### src/rtl/rmii_rx_deframer_if.sv
// ---------------------------------------------------------------------------
// rmii_rx_deframer_if
// Buffer-side bundle of the RMII receive deframer.
//   o_rx_addr / o_rx_data / o_rx_we : sequential byte writes into the RX RAM
//   o_frame_done / o_frame_len /
//   o_fcs_ok / o_err                : per-frame completion record
//   i_ack                           : one-cycle release of the record
//   o_busy                          : deframer is inside a frame
//   o_drop_cnt                      : frames ignored while a record was pending
// master = deframer side, slave = RX buffer / MAC side.
// ---------------------------------------------------------------------------
`timescale 1ns/1ps
interface rmii_rx_deframer_if #(
  parameter int ADDR_W = 11
);
  logic [ADDR_W-1:0] o_rx_addr;
  logic [7:0]        o_rx_data;
  logic              o_rx_we;
  logic              o_frame_done;
  logic [ADDR_W-1:0] o_frame_len;
  logic              o_fcs_ok;
  logic              o_err;
  logic              i_ack;
  logic              o_busy;
  logic [7:0]        o_drop_cnt;

  modport master (
    output o_rx_addr, o_rx_data, o_rx_we,
    output o_frame_done, o_frame_len, o_fcs_ok, o_err,
    input  i_ack,
    output o_busy, o_drop_cnt
  );

  modport slave (
    input  o_rx_addr, o_rx_data, o_rx_we,
    input  o_frame_done, o_frame_len, o_fcs_ok, o_err,
    output i_ack,
    input  o_busy, o_drop_cnt
  );
endinterface

### src/rtl/rmii_rx_deframer.sv
// ---------------------------------------------------------------------------
// rmii_rx_deframer
// RMII (100 Mb/s) receive framing stage. Strips preamble/SFD, assembles
// LSB-first bytes from dibits, writes them to the RX buffer from address 0,
// checks the Ethernet FCS and holds a completion record until acknowledged.
//   clk       : 50 MHz RMII reference clock
//   rst       : synchronous, active-high reset
//   i_erxd    : RMII receive dibit, bit 0 first on the wire
//   i_erx_dv  : CRS_DV used as data-valid
//   i_erx_er  : PHY receive error
//   bus       : buffer write port, completion record, ack, busy, drop count
// ---------------------------------------------------------------------------
`timescale 1ns/1ps
module rmii_rx_deframer #(
  parameter int ADDR_W  = 11,
  parameter int MIN_LEN = 64,
  parameter int MAX_LEN = 1518
) (
  input  logic                  clk,
  input  logic                  rst,
  input  logic [1:0]            i_erxd,
  input  logic                  i_erx_dv,
  input  logic                  i_erx_er,
  rmii_rx_deframer_if.master    bus
);

  typedef enum logic [2:0] {
    S_IDLE,
    S_PREAMBLE,
    S_DATA,
    S_DISCARD,
    S_DONE
  } state_t;

  localparam logic [ADDR_W-1:0] MAX_CNT = ADDR_W'(MAX_LEN);
  localparam logic [ADDR_W-1:0] MIN_CNT = ADDR_W'(MIN_LEN);
  // Magic residue expressed MSB-first; the reflected register is bit-reversed
  // before the compare (equivalent to register == 0xDEBB20E3).
  localparam logic [31:0] CRC_RESIDUE = 32'hC704DD7B;

  state_t            state, state_nxt;
  logic [5:0]        sh;          // last three dibits of the byte in progress
  logic [1:0]        dcnt;        // dibit position inside the current byte
  logic [ADDR_W-1:0] byte_cnt;
  logic              err_flag;
  logic [31:0]       crc;
  logic              dv_q;

  logic [7:0]        byte_nxt;
  logic [31:0]       crc_rev;
  logic              err_end;

  // Reflected CRC-32 (poly 0x04C11DB7 -> 0xEDB88320), one byte per call.
  function automatic logic [31:0] crc32_byte(input logic [31:0] c,
                                             input logic [7:0]  d);
    logic [31:0] r;
    r = c ^ {24'h0, d};
    for (int k = 0; k < 8; k++) begin
      r = r[0] ? ((r >> 1) ^ 32'hEDB88320) : (r >> 1);
    end
    return r;
  endfunction

  assign byte_nxt = {i_erxd, sh};
  // Error state latched into the record when the frame ends this cycle.
  assign err_end  = err_flag | i_erx_er | (dcnt != 2'd0);

  always_comb begin
    crc_rev = '0;
    for (int k = 0; k < 32; k++) crc_rev[k] = crc[31-k];
  end

  assign bus.o_busy = (state == S_PREAMBLE) || (state == S_DATA) ||
                      (state == S_DISCARD);

  // NOTE: non-blocking assignments on every register so all of them sample
  // the pre-edge values and the order of statements does not matter.
  always_ff @(posedge clk) begin
    if (rst) state <= S_IDLE;
    else     state <= state_nxt;
  end

  // NOTE: state_nxt gets its default before the case so every path assigns
  // it and no latch is inferred.
  always_comb begin
    state_nxt = state;
    unique case (state)
      S_IDLE:     if (i_erx_dv && i_erxd == 2'b01) state_nxt = S_PREAMBLE;
      S_PREAMBLE: begin
        if (!i_erx_dv)              state_nxt = S_IDLE;
        else if (i_erxd == 2'b11)   state_nxt = S_DATA;
        else if (i_erxd != 2'b01)   state_nxt = S_IDLE;
      end
      S_DATA: begin
        if (!i_erx_dv)              state_nxt = S_DONE;
        else if (byte_cnt == MAX_CNT) state_nxt = S_DISCARD;
      end
      S_DISCARD:  if (!i_erx_dv) state_nxt = S_DONE;
      S_DONE:     if (bus.i_ack) state_nxt = S_IDLE;
      default:    state_nxt = S_IDLE;
    endcase
  end

  always_ff @(posedge clk) begin
    if (rst) begin
      sh               <= '0;
      dcnt             <= '0;
      byte_cnt         <= '0;
      err_flag         <= 1'b0;
      crc              <= 32'hFFFF_FFFF;
      dv_q             <= 1'b0;
      bus.o_rx_addr    <= '0;
      bus.o_rx_data    <= '0;
      bus.o_rx_we      <= 1'b0;
      bus.o_frame_done <= 1'b0;
      bus.o_frame_len  <= '0;
      bus.o_fcs_ok     <= 1'b0;
      bus.o_err        <= 1'b0;
      bus.o_drop_cnt   <= '0;
    end else begin
      bus.o_rx_we <= 1'b0;
      dv_q        <= i_erx_dv;

      unique case (state)
        S_PREAMBLE: begin
          if (i_erx_dv && i_erxd == 2'b11) begin
            dcnt     <= '0;
            byte_cnt <= '0;
            err_flag <= 1'b0;
            crc      <= 32'hFFFF_FFFF;
          end
        end

        S_DATA, S_DISCARD: begin
          if (!i_erx_dv) begin
            // Record built from registers that already include the last
            // write, so it is valid on the cycle after dv falls.
            bus.o_frame_done <= 1'b1;
            bus.o_frame_len  <= byte_cnt;
            bus.o_err        <= err_end;
            bus.o_fcs_ok     <= (crc_rev == CRC_RESIDUE) && !err_end &&
                                (byte_cnt >= MIN_CNT);
          end else if (state == S_DATA) begin
            if (byte_cnt == MAX_CNT) begin
              err_flag <= 1'b1;          // overflow: the rest is discarded
            end else begin
              sh   <= byte_nxt[7:2];
              dcnt <= dcnt + 2'd1;
              if (i_erx_er) err_flag <= 1'b1;
              if (dcnt == 2'd3) begin
                bus.o_rx_we   <= 1'b1;
                bus.o_rx_data <= byte_nxt;
                bus.o_rx_addr <= byte_cnt;
                byte_cnt      <= byte_cnt + ADDR_W'(1);
                crc           <= crc32_byte(crc, byte_nxt);
              end
            end
          end
        end

        S_DONE: begin
          if (bus.i_ack) begin
            bus.o_frame_done <= 1'b0;
            bus.o_fcs_ok     <= 1'b0;
            bus.o_err        <= 1'b0;
          end else if (i_erx_dv && !dv_q && bus.o_drop_cnt != 8'hFF) begin
            bus.o_drop_cnt <= bus.o_drop_cnt + 8'd1;
          end
        end

        default: ;
      endcase
    end
  end

endmodule
### src/flat_wrapper.sv
// flat-port wrapper written by rule: the top's interface ports become plain ports
module rmii_rx_deframer_flat 
#(
  parameter int ADDR_W  = 11,
  parameter int MIN_LEN = 64,
  parameter int MAX_LEN = 1518
)
  (clk, rst, i_erxd, i_erx_dv, i_erx_er, bus_o_rx_addr, bus_o_rx_data, bus_o_rx_we, bus_o_frame_done, bus_o_frame_len, bus_o_fcs_ok, bus_o_err, bus_i_ack, bus_o_busy, bus_o_drop_cnt);
  rmii_rx_deframer_if #(.ADDR_W(ADDR_W)) bus_i ();
  input  logic clk;
  input  logic rst;
  input  logic [1:0] i_erxd;
  input  logic i_erx_dv;
  input  logic i_erx_er;
  output wire logic [$bits(bus_i.o_rx_addr)-1:0] bus_o_rx_addr;
  output wire logic [$bits(bus_i.o_rx_data)-1:0] bus_o_rx_data;
  output wire logic [$bits(bus_i.o_rx_we)-1:0] bus_o_rx_we;
  output wire logic [$bits(bus_i.o_frame_done)-1:0] bus_o_frame_done;
  output wire logic [$bits(bus_i.o_frame_len)-1:0] bus_o_frame_len;
  output wire logic [$bits(bus_i.o_fcs_ok)-1:0] bus_o_fcs_ok;
  output wire logic [$bits(bus_i.o_err)-1:0] bus_o_err;
  input wire logic [$bits(bus_i.i_ack)-1:0] bus_i_ack;
  output wire logic [$bits(bus_i.o_busy)-1:0] bus_o_busy;
  output wire logic [$bits(bus_i.o_drop_cnt)-1:0] bus_o_drop_cnt;
  assign bus_o_rx_addr = bus_i.o_rx_addr;
  assign bus_o_rx_data = bus_i.o_rx_data;
  assign bus_o_rx_we = bus_i.o_rx_we;
  assign bus_o_frame_done = bus_i.o_frame_done;
  assign bus_o_frame_len = bus_i.o_frame_len;
  assign bus_o_fcs_ok = bus_i.o_fcs_ok;
  assign bus_o_err = bus_i.o_err;
  assign bus_i.i_ack = bus_i_ack;
  assign bus_o_busy = bus_i.o_busy;
  assign bus_o_drop_cnt = bus_i.o_drop_cnt;
  rmii_rx_deframer #(.ADDR_W(ADDR_W), .MIN_LEN(MIN_LEN), .MAX_LEN(MAX_LEN)) u_core (.clk(clk), .rst(rst), .i_erxd(i_erxd), .i_erx_dv(i_erx_dv), .i_erx_er(i_erx_er), .bus(bus_i));
endmodule
### config.mk
export PLATFORM = sky130hd
export DESIGN_NAME = rmii_rx_deframer_flat
export DESIGN_NICKNAME = d
export VERILOG_FILES = /design/src/rtl/rmii_rx_deframer_if.sv /design/src/rtl/rmii_rx_deframer.sv /design/src/flat_wrapper.sv
export SDC_FILE = /design/constraint.sdc
export NUM_CORES = 1
export LEC_CHECK = 0
export CAP_MARGIN = 0
export CORE_MARGIN = 3
export CORE_UTILIZATION = 57
export CTS_CLUSTER_SIZE = 24
export DETAILED_ROUTE_END_ITERATION = 8
export PLACE_DENSITY = 0.77
export SLEW_MARGIN = 20
export SYNTH_ARGS = -nofsm -noshare
export SYNTH_HDL_FRONTEND = slang
export SYNTH_SLANG_ARGS = --single-unit
### constraint.sdc
create_clock -name clk -period 2.4 [get_ports clk]
set_input_delay 0.36 -clock clk [delete_from_list [all_inputs] [get_ports clk]]
set_output_delay 0.36 -clock clk [all_outputs]
set_load 0.005 [all_outputs]
=== Word level (Yosys, flattened, before mapping) ===
Cells that the tools add are included.

* Bits in registers: 98
* Latch bits: 0
* Memory bits (writable): 0
* Memory bits (read-only): 0
* Output and inout port bits: 43
* Memories kept: 0

* Add/sub/neg operators: 3
* Multipliers: 0
* Divide/modulo/power cells: 0
* Order comparisons: 1
* Equal/unequal tests: 23
* Shift operators: 0
* Muxes and demuxes: 48
* Bitwise operators: 16
* Reduce and logical (&&, ||, !) cells: 25

{| class="wikitable"
|+ Operators by type and width
! operator !! number
|-
| two-way mux 32 bit || 13
|-
| NOT 13 -> 14 bit || 8
|-
| case mux 32 bit (2 select lines) || 1
|-
| two-way mux 11 bit || 5
|-
| equality test 32 bit, second input constant || 1
|-
| bitwise XOR 32 x 8 -> 32 bit || 1
|-
| two-way mux 3 bit || 8
|-
| case mux 11 bit (2 select lines) || 1
|-
| AND reduction 5 bit || 4
|-
| case mux 3 bit (5 select lines) || 1
|-
| != test 2 bit, second input constant || 6
|-
| adder 11 x 1 -> 11 bit, second input constant || 1
|-
| equality test 11 bit, second input constant || 1
|-
| >= comparator 11 x 7 -> 1 bit, second input constant || 1
|-
| two-way mux 1 bit || 10
|-
| adder 8 x 1 -> 8 bit, second input constant || 1
|-
| two-way mux 2 bit || 4
|-
| != test 2 x 1 -> 1 bit, second input constant || 4
|-
| != test 8 bit, second input constant || 1
|-
| case mux 1 bit (2 select lines) || 4
|-
| equality test 3 x 2 -> 1 bit, second input constant || 2
|-
| logical AND 1 bit || 6
|-
| != test 3 x 2 -> 1 bit, second input constant || 2
|-
| AND reduction 3 bit || 2
|-
| 18 further kinds || 28
|}

=== Logic depth before layout (Yosys ltp) ===
* Depth after elaboration: 22
* Gate-level depth with buffers: 9

=== Worst setup path after synthesis ===
No wires, ideal clock.

* Path type: register -> register
* Start point: reg u_core.sh[0]
* End point: reg u_core.crc[19]
* Arrival: 2.003 ns
* Data required time: 2.278 ns
* Slack: 0.275 ns
* Stages on the path, launching flop included: 6
* Path buffers: 0
* Clock period less this slack: 2.125 ns
* Path through: dfxtp_1 > xor2_4 > xnor3_2 > xnor2_2 > or4b_1 > o311a_1

* Longest elaborated chain between the ends: 19

{| class="wikitable"
|+ RTL lines
! element !! line !! source
|-
| from (decl) || rmii_rx_deframer.sv:42 || <nowiki>logic [5:0] sh;</nowiki>
|-
| from (signal assigned) || rmii_rx_deframer.sv:147 || <nowiki>sh <= byte_nxt[7:2];</nowiki>
|-
| bitwise XOR 32 x 8 -> 32 bit (*) || rmii_rx_deframer.sv:57 || <nowiki>r = c ^ {24'h0, d};</nowiki>
|-
| two-way mux 32 bit (*) (2 in series) || rmii_rx_deframer.sv:59 || <nowiki>r = r[0] ? ((r >> 1) ^ 32'hEDB88320) : (r >> 1);</nowiki>
|-
| NOT 13 -> 14 bit (no source line) || n/a ||
|-
| two-way mux 32 bit (*) || rmii_rx_deframer.sv:59 ||
|-
| NOT 13 -> 14 bit (no source line) || n/a ||
|-
| two-way mux 32 bit (*) (2 in series) || rmii_rx_deframer.sv:59 ||
|-
| NOT 13 -> 14 bit (no source line) || n/a ||
|-
| two-way mux 32 bit (*) || rmii_rx_deframer.sv:59 ||
|-
| NOT 13 -> 14 bit (no source line) || n/a ||
|-
| two-way mux 32 bit (*) || rmii_rx_deframer.sv:59 ||
|-
| NOT 13 -> 14 bit (no source line) || n/a ||
|-
| two-way mux 32 bit (*) || rmii_rx_deframer.sv:59 ||
|-
| two-way mux 32 bit (*) || rmii_rx_deframer.sv:150 || <nowiki>if (dcnt == 2'd3) begin</nowiki>
|-
| two-way mux 32 bit (*) || rmii_rx_deframer.sv:144 || <nowiki>if (byte_cnt == MAX_CNT) begin</nowiki>
|-
| two-way mux 32 bit (*) || rmii_rx_deframer.sv:143 || <nowiki>end else if (state == S_DATA) begin</nowiki>
|-
| two-way mux 32 bit (*) || rmii_rx_deframer.sv:135 || <nowiki>if (!i_erx_dv) begin</nowiki>
|-
| case mux 32 bit (2 select lines) (*) || rmii_rx_deframer.sv:124 || <nowiki>unique case (state)</nowiki>
|-
| to (signal assigned) || rmii_rx_deframer.sv:155 || <nowiki>crc <= crc32_byte(crc, byte_nxt);</nowiki>
|-
| to (decl) || rmii_rx_deframer.sv:46 || <nowiki>logic [31:0] crc;</nowiki>
|}

Mark *: on every way between the ends. The rest lies on a longest branch, timed or not. The select of a mux whose other input is x is not followed.
A chain may end at the register's enable or synchronous reset.

=== Final worst setup path ===
* Start point: reg u_core.byte_cnt[0]
* End point: reg u_core.crc[2]

* Longest elaborated chain between the ends: 3

{| class="wikitable"
|+ RTL lines
! element !! line !! source
|-
| from (decl) || rmii_rx_deframer.sv:44 || <nowiki>logic [ADDR_W-1:0] byte_cnt;</nowiki>
|-
| from (signal assigned) || rmii_rx_deframer.sv:154 || <nowiki>byte_cnt <= byte_cnt + ADDR_W'(1);</nowiki>
|-
| equality test 11 bit || rmii_rx_deframer.sv:144 ||
|-
| != test 2 bit (no source line) || n/a ||
|-
| AND reduction 6 bit (no source line) || n/a ||
|}

Every way passes these cells.

==> results.sh <==
export IMPL_yosysWarnings=0
export IMPL_hold_class="register to register"
export IMPL_antenna_cells=0
export IMPL_slowest_stage="a31oi_2"
export IMPL_period_minus_slack_ns=2.134
export IMPL_setup_tns_ns=0
export IMPL_clkTransAtPathRegs_ns=0.11
export IMPL_grt_util_all_layers=0.2463
export IMPL_critPathLaunchType="register"
export IMPL_die_x_um=99.07
export IMPL_yosys_top_cells_count="dfxtp_1, nand2_1, a21oi_1, nor2_1, xnor2_1"
export IMPL_postSynth_asyncResetShare=0
export IMPL_outcome="completed"
export IMPL_switching_power_uw=730.8
export IMPL_area_growth_pct=19.23
export IMPL_slew_headroom=0.6020
export IMPL_clockBufferDepth=2
export IMPL_drtIter0Drc=315
export IMPL_yosysTopAreaCell="dfxtp_1"
export IMPL_rr_startpoint="u_core.byte_cnt[0]"
export IMPL_worst_pin_slew_ns=0.5819
export IMPL_synth_yosys_seq_area_share=0.3974
export IMPL_vias_per_cell=5.738
export IMPL_via_count=4137
export IMPL_ant_nets=0
export IMPL_max_freq_ghz=0.4686
export IMPL_netSwitchingFraction=0.2548
export IMPL_fp_dieH_um=99.07
export IMPL_finClkSkew_ns=0.01059
export IMPL_holdWs_ns=0.4602
export IMPL_crit_cells=8
export IMPL_hold_viol_final=0
export IMPL_cts_max_level=3
export IMPL_cts_setup_buffers=0
export IMPL_ctsResizeCount=0
export IMPL_num_nets_final=624
export IMPL_power_frac_comb=0.057
export IMPL_io_buffers=49
export IMPL_crit_buf_inv=2
export IMPL_cap_viol_max_count=0
export IMPL_cp_top_family="simple AND/OR/NAND/NOR gates"
export IMPL_synth_seq_cells=98
export IMPL_power_frac_seq=0.569
export IMPL_r2r_slack_ns=0.27
export IMPL_worstPathRequired_ns=2.70
export IMPL_fin_total_pwr_mw=2.869
export IMPL_drive_above_1_share=0.1185
export IMPL_cp_startpoint="u_core.byte_cnt[0]"
export IMPL_cts_tree="built"
export IMPL_cts_buffers=9
export IMPL_synthCells=551
export IMPL_cp_max_fo=21
export IMPL_yosysUniqueCellTypes=56
export IMPL_synth_flop_cell="dfxtp_1"
export IMPL_ir_drop_uv=417.9
export IMPL_gr_total_overflow=0
export IMPL_worst_slack_ns=0.2659
export IMPL_antenna_found_initial=0
export IMPL_intPower_mw=2.138
export IMPL_worstSetupPathType="register to register"
export IMPL_r2r_end="u_core.crc[2]"
export IMPL_whs_path_depth=2
export IMPL_yosysMostFrequentCell="dfxtp_1"
export IMPL_route_detailed_wl_per_inst_um=16.33
export IMPL_post_place_ws_ns=0.04734
export IMPL_setup_violations=0
export IMPL_power_density_nw_per_um2=487.3
export IMPL_core_rowCount=33
export IMPL_core_area_um2=8299
export IMPL_arrival_ns=2.43
export IMPL_first_pass_iters=5
export IMPL_synth_cell_area_um2=4937
export IMPL_synth_edf_count=0
export IMPL_synthTopCellsByArea="dfxtp_1, nand2_1, xnor2_1, a21oi_1, nor2_1"
export IMPL_reg2reg_depth=8
export IMPL_post_dp_hpwl_um=8412
export IMPL_setup_worst_path_end_class="register"
export IMPL_drcViolationCount=0
export IMPL_dieArea_um2=9815
export IMPL_finalCritPeriodShare=0.8892
export IMPL_cts_root_buffer="clkbuf_8"
export IMPL_synth_fp_nets=564
export IMPL_p_leak_nw=2.216
export IMPL_max_stage_delay_ns=0.41
export IMPL_fill_cells=615
export IMPL_crit_chain="inv_1 -> ha_1 -> nor4bb_1 -> nand3_1 -> a31oi_2 -> buf_4 -> nor3_1 -> o21bai_1"
export IMPL_syn_avg_cell_area_um2=8.960
export IMPL_synth_top_area_frac=0.3974
export IMPL_initial_core_util=0.5949
export IMPL_grt_max_degree=37
export IMPL_rsz0062_at_grt="false"
export IMPL_grt_pass1_vias=3935
export IMPL_report_final_slew_viol_count=0
export IMPL_io_pin_count=50
export IMPL_clkPwrFrac=0.373
export IMPL_grt_pass1_wl_um=19530
export IMPL_clk_insertion_delay_late_ns=0.37
export IMPL_place_congestion=0.8678
export IMPL_hold_buffers=0
export IMPL_wl_um=11770
export IMPL_crit_path_end="u_core.crc[2]"
export IMPL_cts_sinks=98
==> placed cells by master, fill, tap and decap left out, types with 3 or more instances in the layout <==
master,n
nor3_1,19
a21oi_1,56
nand2_1,85
xor3_1,6
o21ai_0,9
ha_1,6
xnor2_1,33
nand4_1,7
nor4_1,3
xor2_1,10
xnor3_1,6
nor2_1,45
nand4b_1,3
nand2b_1,12
xnor2_2,8
clkdlybuf4s50_1,48
or3_1,7
dfxtp_1,98
and3_1,4
nand3b_1,4
o2bb2ai_1,3
o21bai_1,20
inv_1,8
clkbuf_8,10
or4_1,4
buf_4,33
o22ai_1,7
nand3_1,16
==> state kept, by name, summed over array words and instances (netlist names) <==
name                     flops
u_core.bus.o_frame_done      1
u_core.bus.o_rx_addr        11
u_core.crc                  32
u_core.bus.o_fcs_ok          1
u_core.state                 3
u_core.sh                    6
u_core.bus.o_err             1
u_core.byte_cnt             11
u_core.bus.o_rx_data         8
u_core.bus.o_rx_we           1
u_core.err_flag              1
u_core.bus.o_drop_cnt        8
u_core.dv_q                  1
u_core.bus.o_frame_len      11
u_core.dcnt                  2
==> power groups by stage <==
stage / combinational, mW / sequential, mW / clock (mW)
3_3_place_gp: 0.159 / 1.67 / 0
4_1_cts: 0.163 / 1.63 / 1.08
3_5_place_dp: 0.162 / 1.67 / 0
6_report: 0.164 / 1.63 / 1.07
2_1_floorplan: 0.110 / 1.67 / 0
5_1_grt: 0.176 / 1.63 / 1.15
==> layout make-up <==
| cell class | instances | area [um2] | share of cell area |
|---|---|---|---|
| Clock buffer | 10 | 137.6 | 0.02338 |
| Clock inverter | 6 | 58.81 | 0.009989 |
| Inverter | 8 | 30.03 | 0.005101 |
| Multi-Input combinational cell | 411 | 2814 | 0.4780 |
| Sequential cell | 98 | 1962 | 0.3333 |
| Tap cell | 105 | 131.4 | 0.02232 |
| Timing Repair Buffer | 83 | 753.2 | 0.1279 |
==> worst min-delay path, delay by kind of cell, from the launching register on <==
kind             cells  cell delay (ns)
AO/OA/AOI/OAI        1             0.05
flip-flops           1             0.32
AND/OR/NAND/NOR      1             0.05
==> kinds of logic (layout without fill, tap and decap cells) <==
| group | after synthesis | in the layout | share of synthesized area |
|---|---|---|---|
| buf+inv | 42 | 107 | 0.03396 |
| mux | 2 | 2 | 0.004055 |
| compound gates | 109 | 109 | 0.1333 |
| simple gates | 224 | 224 | 0.2215 |
| fa+ha+maj | 6 | 6 | 0.01520 |
| flops | 98 | 98 | 0.3974 |
| xor+xnor | 70 | 70 | 0.1946 |
==> how the worst min path moves through the flow <==
stage,start,end
after floorplan,u_core.err_flag,u_core.err_flag
after global placement,u_core.bus.o_rx_addr[5],u_core.bus.o_rx_addr[5]
after detailed placement,u_core.bus.o_rx_addr[4],u_core.bus.o_rx_addr[4]
after CTS,rst,u_core.sh[1]
after global routing,u_core.bus.o_rx_addr[3],u_core.bus.o_rx_addr[3]
final,u_core.bus.o_rx_addr[4],u_core.bus.o_rx_addr[4]
==> metal layers <==
metal | up-vias | GRT usage | part of all wire
li1 | 2018 | - | -
met1 | 1987 | 0.3517 | 0.47
met2 | 121 | 0.3900 | 0.47
met3 | 11 | 0.04459 | 0.053
met4 | 0 | 0.05672 | 0.011
met5 | - | 0 | 0
==> metrics by stage <==
stage | utilization | instance area, um2 | std cells
final | 0.7093 | 5887 | 721
after global routing | 0.7093 | 5887 | 721
after CTS | 0.7093 | 5887 | 721
after detailed placement | 0.6857 | 5690 | 705
after global placement | 0.6857 | 5690 | 705
after floorplan | - | 4937 | 551
No activity file was read; power rests on OpenSTA's default activity.
